`src/rtl/mem_arb_pkg.sv`:
```
// Shared types for the unified memory arbiter.
// Arbiter state, owner tag and the fixed fetch size code.
package mem_arb_pkg;

  typedef enum logic {
    IDLE = 1'b0,
    WAIT = 1'b1
  } arb_state_t;

  typedef enum logic [1:0] {
    OWN_NONE = 2'd0,
    OWN_IF   = 2'd1,
    OWN_D    = 2'd2
  } arb_owner_t;

  localparam logic [2:0] SIZE_WORD = 3'b010;

endpackage

```
`src/rtl/starve_counter.sv`:
```
// Saturating count of fetch losses to the data port.
// at_max forces the next contested grant to fetch.
module starve_counter #(
  parameter int MAX = 4
) (
  input  logic clk,
  input  logic reset,
  input  logic clr,
  input  logic inc,
  output logic at_max
);

  localparam int W = $clog2(MAX + 1);

  logic [W-1:0] cnt_q, cnt_d;

  assign at_max = (cnt_q == W'(MAX));

  // next count: clear wins, otherwise saturating increment
  always_comb begin
    cnt_d = cnt_q;
    if (clr)
      cnt_d = '0;
    else if (inc && !at_max)
      cnt_d = cnt_q + 1'b1;
  end

  // count register
  always_ff @(posedge clk or negedge reset) begin
    if (!reset)
      cnt_q <= '0;
    else
      cnt_q <= cnt_d;
  end

endmodule

```
`src/rtl/unified_mem_arbiter.sv`:
```
// Fetch/data arbiter for one fixed-latency memory port.
// Data wins ties unless fetch has lost too many times.
module unified_mem_arbiter
  import mem_arb_pkg::*;
#(
  parameter int ADDR_W     = 32,
  parameter int DATA_W     = 32,
  parameter int MEM_LAT    = 2,
  parameter int STARVE_MAX = 4
) (
  input  logic              clk,
  input  logic              reset,
  input  logic              if_req,
  input  logic [ADDR_W-1:0] if_addr,
  output logic              if_gnt,
  output logic              if_rvalid,
  output logic [DATA_W-1:0] if_rdata,
  input  logic              d_req,
  input  logic              d_we,
  input  logic [ADDR_W-1:0] d_addr,
  input  logic [DATA_W-1:0] d_wdata,
  input  logic [2:0]        d_size,
  output logic              d_gnt,
  output logic              d_rvalid,
  output logic [DATA_W-1:0] d_rdata,
  output logic              mem_en,
  output logic              mem_we,
  output logic [ADDR_W-1:0] mem_addr,
  output logic [DATA_W-1:0] mem_wdata,
  output logic [2:0]        mem_size,
  input  logic [DATA_W-1:0] mem_rdata,
  output logic              busy
);

  localparam int CW = $clog2(MEM_LAT + 1);

  arb_state_t    state_q, state_d;
  arb_owner_t    owner_q, owner_d;
  logic [CW-1:0] cnt_q, cnt_d;
  logic          we_q, we_d;

  logic idle, resp, at_max;
  logic if_win, d_win;
  logic if_g, d_g;

  assign idle   = (state_q == IDLE);
  assign resp   = (state_q == WAIT)
               && (cnt_q == CW'(1));
  assign if_win = idle && if_req
               && (!d_req || at_max);
  assign d_win  = idle && d_req && !if_win;

  // grants are masked while reset is held
  assign if_g = if_win && reset;
  assign d_g  = d_win && reset;

  starve_counter #(
    .MAX(STARVE_MAX)
  ) u_starve (
    .clk   (clk),
    .reset (reset),
    .clr   (if_win),
    .inc   (d_win && if_req),
    .at_max(at_max)
  );

  // issue on grant, count down latency, release on response
  always_comb begin
    state_d = state_q;
    owner_d = owner_q;
    cnt_d   = cnt_q;
    we_d    = we_q;
    if (if_win || d_win) begin
      state_d = WAIT;
      cnt_d   = CW'(MEM_LAT);
      we_d    = d_win && d_we;
      if (if_win)
        owner_d = OWN_IF;
      else
        owner_d = OWN_D;
    end else if (state_q == WAIT) begin
      cnt_d = cnt_q - 1'b1;
      if (resp) begin
        state_d = IDLE;
        owner_d = OWN_NONE;
        we_d    = 1'b0;
      end
    end
  end

  // state, owner and latency registers
  always_ff @(posedge clk or negedge reset) begin
    if (!reset) begin
      state_q <= IDLE;
      owner_q <= OWN_NONE;
      cnt_q   <= '0;
      we_q    <= 1'b0;
    end else begin
      state_q <= state_d;
      owner_q <= owner_d;
      cnt_q   <= cnt_d;
      we_q    <= we_d;
    end
  end

  // memory request fields come from the winner only
  always_comb begin
    mem_we    = 1'b0;
    mem_addr  = '0;
    mem_wdata = '0;
    mem_size  = '0;
    unique case (1'b1)
      if_g: begin
        mem_addr = if_addr;
        mem_size = SIZE_WORD;
      end
      d_g: begin
        mem_we    = d_we;
        mem_addr  = d_addr;
        mem_wdata = d_wdata;
        mem_size  = d_size;
      end
      default: ;
    endcase
  end

  assign if_gnt    = if_g;
  assign d_gnt     = d_g;
  assign mem_en    = if_g || d_g;
  assign busy      = (state_q == WAIT);
  assign if_rvalid = resp
                  && (owner_q == OWN_IF);
  assign d_rvalid  = resp
                  && (owner_q == OWN_D);
  assign if_rdata  = if_rvalid ? mem_rdata : '0;
  assign d_rdata   = (d_rvalid && !we_q)
                   ? mem_rdata : '0;

endmodule

```
`config.mk`:
```
export PLATFORM = sky130hd
export DESIGN_NAME = unified_mem_arbiter
export DESIGN_NICKNAME = d
export VERILOG_FILES = /design/src/rtl/mem_arb_pkg.sv /design/src/rtl/starve_counter.sv /design/src/rtl/unified_mem_arbiter.sv
export SDC_FILE = /design/constraint.sdc
export NUM_CORES = 1
export LEC_CHECK = 0
export CORE_AREA = 2 2 107 109
export DETAILED_ROUTE_END_ITERATION = 10
export DIE_AREA = 0 0 109 111
export SETUP_SLACK_MARGIN = 0.5
export SYNTH_ARGS = -nofsm -noshare
export SYNTH_HDL_FRONTEND = slang
export SYNTH_HIERARCHICAL = 1
export SYNTH_SLANG_ARGS = --single-unit
```
`constraint.sdc`:
```
create_clock -name clk -period 5 [get_ports clk]
set_clock_uncertainty 0.1 [all_clocks]
set_input_delay 1 -clock clk [delete_from_list [all_inputs] [get_ports clk]]
set_output_delay 1 -clock clk [all_outputs]
set_load 0.02 [all_outputs]
```
# --- Yosys cells after proc, flatten, opt, wreduce, memory -nomap -nowiden ---
# Cells that the tools add are included.
op_classes:
  n_eq_ne: 4
  mux: 20
  reduce_logical: 24
  bitwise: 1
  add_sub_neg: 2
ops:
  columns: ["operator", "n"]
  rows:
  - ["32-bit 2-to-1 mux", 3]
  - ["32-bit case mux with 2 select lines", 1]
  - ["1-bit logical AND", 13]
  - ["2-bit 2-to-1 mux", 6]
  - ["1-bit 2-to-1 mux", 7]
  - ["3-bit 2-to-1 mux", 2]
  - ["3-bit case mux with 2 select lines", 1]
  - ["2-bit nonzero test", 3]
  - ["2-bit by 1-bit == test with 1-bit output (second input constant)", 2]
  - ["1-bit logical NOT", 4]
  - ["3-bit by 1-bit adder with 3-bit output (second input constant)", 1]
  - ["3-bit == test (second input constant)", 1]
  - ["1-bit logical OR", 3]
  - ["2-bit == test (second input constant)", 1]
  - ["2-bit AND reduction", 1]
  - ["2-bit by 1-bit subtractor with 2-bit output (second input constant)", 1]
  - ["1-bit inverter", 1]
word_totals:
  register_bits: 9
  elab_cells: 56

# --- Logic depth before layout (Yosys ltp) ---
# Gate-level depths: netlist of the first run.
depth:
  depth_word: 9
  ltp_mapped: 8

# --- Modules after synthesis ---
# Netlist of the first run, hierarchy kept.
by_module_without_submodules:
  columns: ["mod", "cells_per_inst", "seq_area_each_um2", "n_inst", "area_each_um2"]
  rows:
  - ["unified_mem_arbiter", 194, 150.1, 1, 1420.1]
  - ["starve_counter", 18, 75.1, 1, 192.7]

# --- Worst setup path before layout of the first run ---
# OpenSTA, ideal clock, no wires.
synth_path:
  path_type: "input -> output"
  from: "input if_req"
  to: "output mem_addr[0]"
  t_arrival_ns: 2.039
  path_buffers: 3
  stages: 6
  path_slack_ns: 1.861
  path_cell_list: "buf_2 a21boi_4 and2_1 buf_6 buf_6 a22o_1"
synth_between:
  elab_chain_len: 6
synth_rtl:
  columns: ["item", "line", "rtl"]
  rows:
  - ["start, declared", "unified_mem_arbiter.sv:13", "input logic if_req,"]
  - ["1-bit logical AND", "unified_mem_arbiter.sv:49", "assign if_win = idle && if_req"]
  - ["1-bit logical AND", "unified_mem_arbiter.sv:50", "&& (!d_req || at_max);"]
  - ["1-bit logical NOT", "unified_mem_arbiter.sv:51", "assign d_win = idle && d_req && !if_win;"]
  - ["1-bit logical AND", "unified_mem_arbiter.sv:51", null]
  - ["1-bit logical AND", "unified_mem_arbiter.sv:55", "assign d_g = d_win && reset;"]
  - ["via d_gnt", "unified_mem_arbiter.sv:23", "output logic d_gnt,"]
  - ["32-bit case mux with 2 select lines", "unified_mem_arbiter.sv:112", "unique case (1'b1)"]
  - ["end, declared", "unified_mem_arbiter.sv:28", "output logic [ADDR_W-1:0] mem_addr,"]
# The timed path passes the listed nets, and every way through them passes these cells.

# --- Worst setup path in the final report of the first run ---
layout_path:
  from: "input reset"
  to: "output mem_addr[5]"
layout_between:
  elab_chain_len: 2
layout_rtl:
  columns: ["item", "line", "rtl"]
  rows:
  - ["start, declared", "unified_mem_arbiter.sv:12", "input logic reset,"]
  - ["1-bit logical AND (on tied branches)", "unified_mem_arbiter.sv:55, unified_mem_arbiter.sv:54", null]
  - ["32-bit case mux with 2 select lines *", "unified_mem_arbiter.sv:112", null]
# Mark *: on every way between the ends. The rest lies on a longest branch, timed or not.

==> metrics, run 1 <==
post-CTS sizing=0; CORE AREA=0.01108 sq mm; Synth top area share=approximately 26%; Pre-Repair DR Iteration Count=4; critical path's top delay family=buffers and inverters; CP endpoint kind=primary output; post-layout instance area=0.004527 sq mm; Crit path top cell by count=clkdlybuf4s50_1; Synth top cells by count=and2_1, and3_1, a22o_1, clkbuf_1, dfrtp_1; clock latency at the later pin of the worst-skew pair=~0.24 ns; WP data arrival=3.21 ns; final setup TNS=0 ns; clock tree sinks=9; Period Utilization, post-route=a little under nine tenths; CTS Buffer Depth=2; CP Class=input pin to primary output; Post-synth EDFFs=0; CP max FO=34; CP bufs+invs=3; instance count of the mapped netlist=212; io pins=274; Worst R2R Setup Slack=2.87 ns; row cnt=39; crit path launch type=input pin; Fin Hold WS=0.4320 ns; Yosys top cell by area=and2_1; Final ANT Viol Nets=0; Worst Tran Pin Value=0.4983 ns; most numerous cell in the Yosys netlist=and2_1; via-per-instance ratio=4.167; Layout area overhead=180.7%; PortBufs=273; worst reg2reg path startpoint=u_starve/cnt_q[0]$_DFFE_PN0P_; clk slew on worst S/H paths=0.04 ns; die area=approximately 0.012 sq mm; leakage power=0.001850 uW; Hold WC Path Type=flop to flop; largest net degree at the start of global routing=37; H-Tree Depth=1; VDD IR-drop max=roughly 95 uV; Crit path largest cell delay=just over 0.6 ns; Placed Area=0.004448 sq mm; hold_buf cts=0; initial antenna violation count=0; Post-Syn Area=0.001613 sq mm; YS warnings=6; average cell area after synthesis=7.608 sq um; die width=109 um; Die H=111 um; Max Cap Viol=0; fin cells=just over 600; Total Nets Final=613; hold depth=1; reg2reg end=u_starve/cnt_q[0]$_DFFE_PN0P_; Critical Path RT=3.90 ns; Hold Path End=cnt_q[0]$_DFFE_PN0P_; Async SR Flop Fraction=100.0%; Worst R2R Path Depth=7; Tmin final=roughly 4.3 ns; DR DRC count=0; WL final=9.155 mm; Post-CTS Setup Bufs=0; Synth area leaders=and2_1, a22o_1, dfrtp_1; Cell variety after synth=31; Critical-path top delay cell=clkdlybuf4s50_1; Final Hold Violating Endpoints=0; Synth Net Count=about 350; Post-synth top flop=dfrtp_1; unrepaired setup endpoints after global routing=false; CTS buffer count=3; first-pass GRT wire length=13.61 mm; layout cells sized above 1=approximately 3.4%; status=complete, no violations; cell chain of the critical path=clkdlybuf4s50_1 -> nor2b_1 -> and3_1 -> buf_4 -> a22o_1 -> clkdlybuf4s50_1; register area share after synthesis=approximately 14%; total power=slightly below 900 uW; clock root cell=clkbuf_16; GR Overflow Total=0; PwrDens=195.7 mW/mm^2; FMAX=approximately 230 MHz; initial core utilization=14.56%; hold wc startpoint=cnt_q[0]$_DFFE_PN0P_; DP HPWL=7.623 mm; vias in the first global route=2502; GP Congestion=0.9400; # setup viols final=0; Placed Instances=612; Synth Register Bits=9; DR WL/cell=between 10 and 15 um; CTS tree=built; Vias=2567; Slew headroom=66.71%; Total Routing Usage GR=between 10 and 15%; Antenna Cells=0; Iteration-0 DRC Markers=148; Slew Limit Fails=0
-- area by class of cell --
cell class | instances | area, sq um
fillers | 1141 | 6550
repair buffers | 280 | 2785
multi-input cells | 174 | 1236
flip-flops and latches | 9 | 225.2
well taps | 143 | 178.9
clock buffers | 4 | 78.83
inverters | 6 | 22.52
-- layer usage --
layer | share of wire [%] | track usage (%) | vias up
met3 | 10 | 3.527 | 9
met5 | 0 | 0 | -
met2 | 50 | 25.38 | 128
met4 | 1.4 | 2.906 | 0
met1 | 38 | 16.25 | 1166
li1 | - | - | 1264
-- cells in the final DEF (no fill, tap or decap), drive strengths merged, types with 2 or more instances in the layout --
cell type      synthesis  routed
clkdlybuf4s50          0     273
and2                  66      66
and3                  35      35
a22o                  32      32
dfrtp                  9       9
buf                   14       7
inv                    6       6
a21oi                  4       4
clkbuf                 9       4
nor2b                  3       3
nand2b                 3       3
nand3b                 3       3
nor2                   3       3
nor3                   3       3
o21ai                  3       3
ha                     3       3
nor3b                  3       3
nand2                  2       2
a21boi                 2       2
mux2                   2       2
-- per-stage QoR --
stage | worst slack, ns | utilization (%)
3_5_place_dp | 0.6793 | 40.16
5_1_grt | 0.5027 | 40.87
6_report | 0.6937 | 40.87
2_1_floorplan | 1.861 | -
3_3_place_gp | 0.6611 | 40.16
4_1_cts | 0.6716 | 40.87
-- cell families (layout without fill, tap and decap cells) --
group	Yosys count	after routing	synth area share [%]
simple gates	124	124	48.64
mux	3	3	2.250
compound gates	44	44	22.89
buf+inv	29	290	9.930
fa+ha+maj	3	3	2.328
flops	9	9	13.96
-- worst max path at each step --
| stage | endpoint | startpoint | slack [ns] | cells past startpoint |
|---|---|---|---|---|
| 3_5_place_dp | mem_addr[4] | reset | 0.68 | 6 |
| 6_report | mem_addr[5] | reset | 0.69 | 6 |
| 4_1_cts | mem_addr[5] | reset | 0.67 | 6 |
| 3_3_place_gp | mem_addr[5] | reset | 0.66 | 6 |
| 5_1_grt | mem_addr[5] | reset | 0.50 | 6 |
| 2_1_floorplan | mem_addr[0] | if_req | 1.86 | 6 |
-- where the power goes --
part	total [uW]	switching (uW)	internal (uW)
logic	597	266	330
clock network	144	37.2	107
registers	145	40.0	105
-- registers in the layout, indices dropped and copies added (netlist names) --
signal,flops
we_q,1
owner_q,2
u_starve/cnt_q,3
busy,1
cnt_q,2
Power figures use the tool's default switching activity.
==> run 2, diff against run 1 <==
- CTS_CLUSTER_DIAMETER: unset -> 40
==> results of run 2 <==
Same layout as run 1: the final DEF is identical, and so are final timing and power.
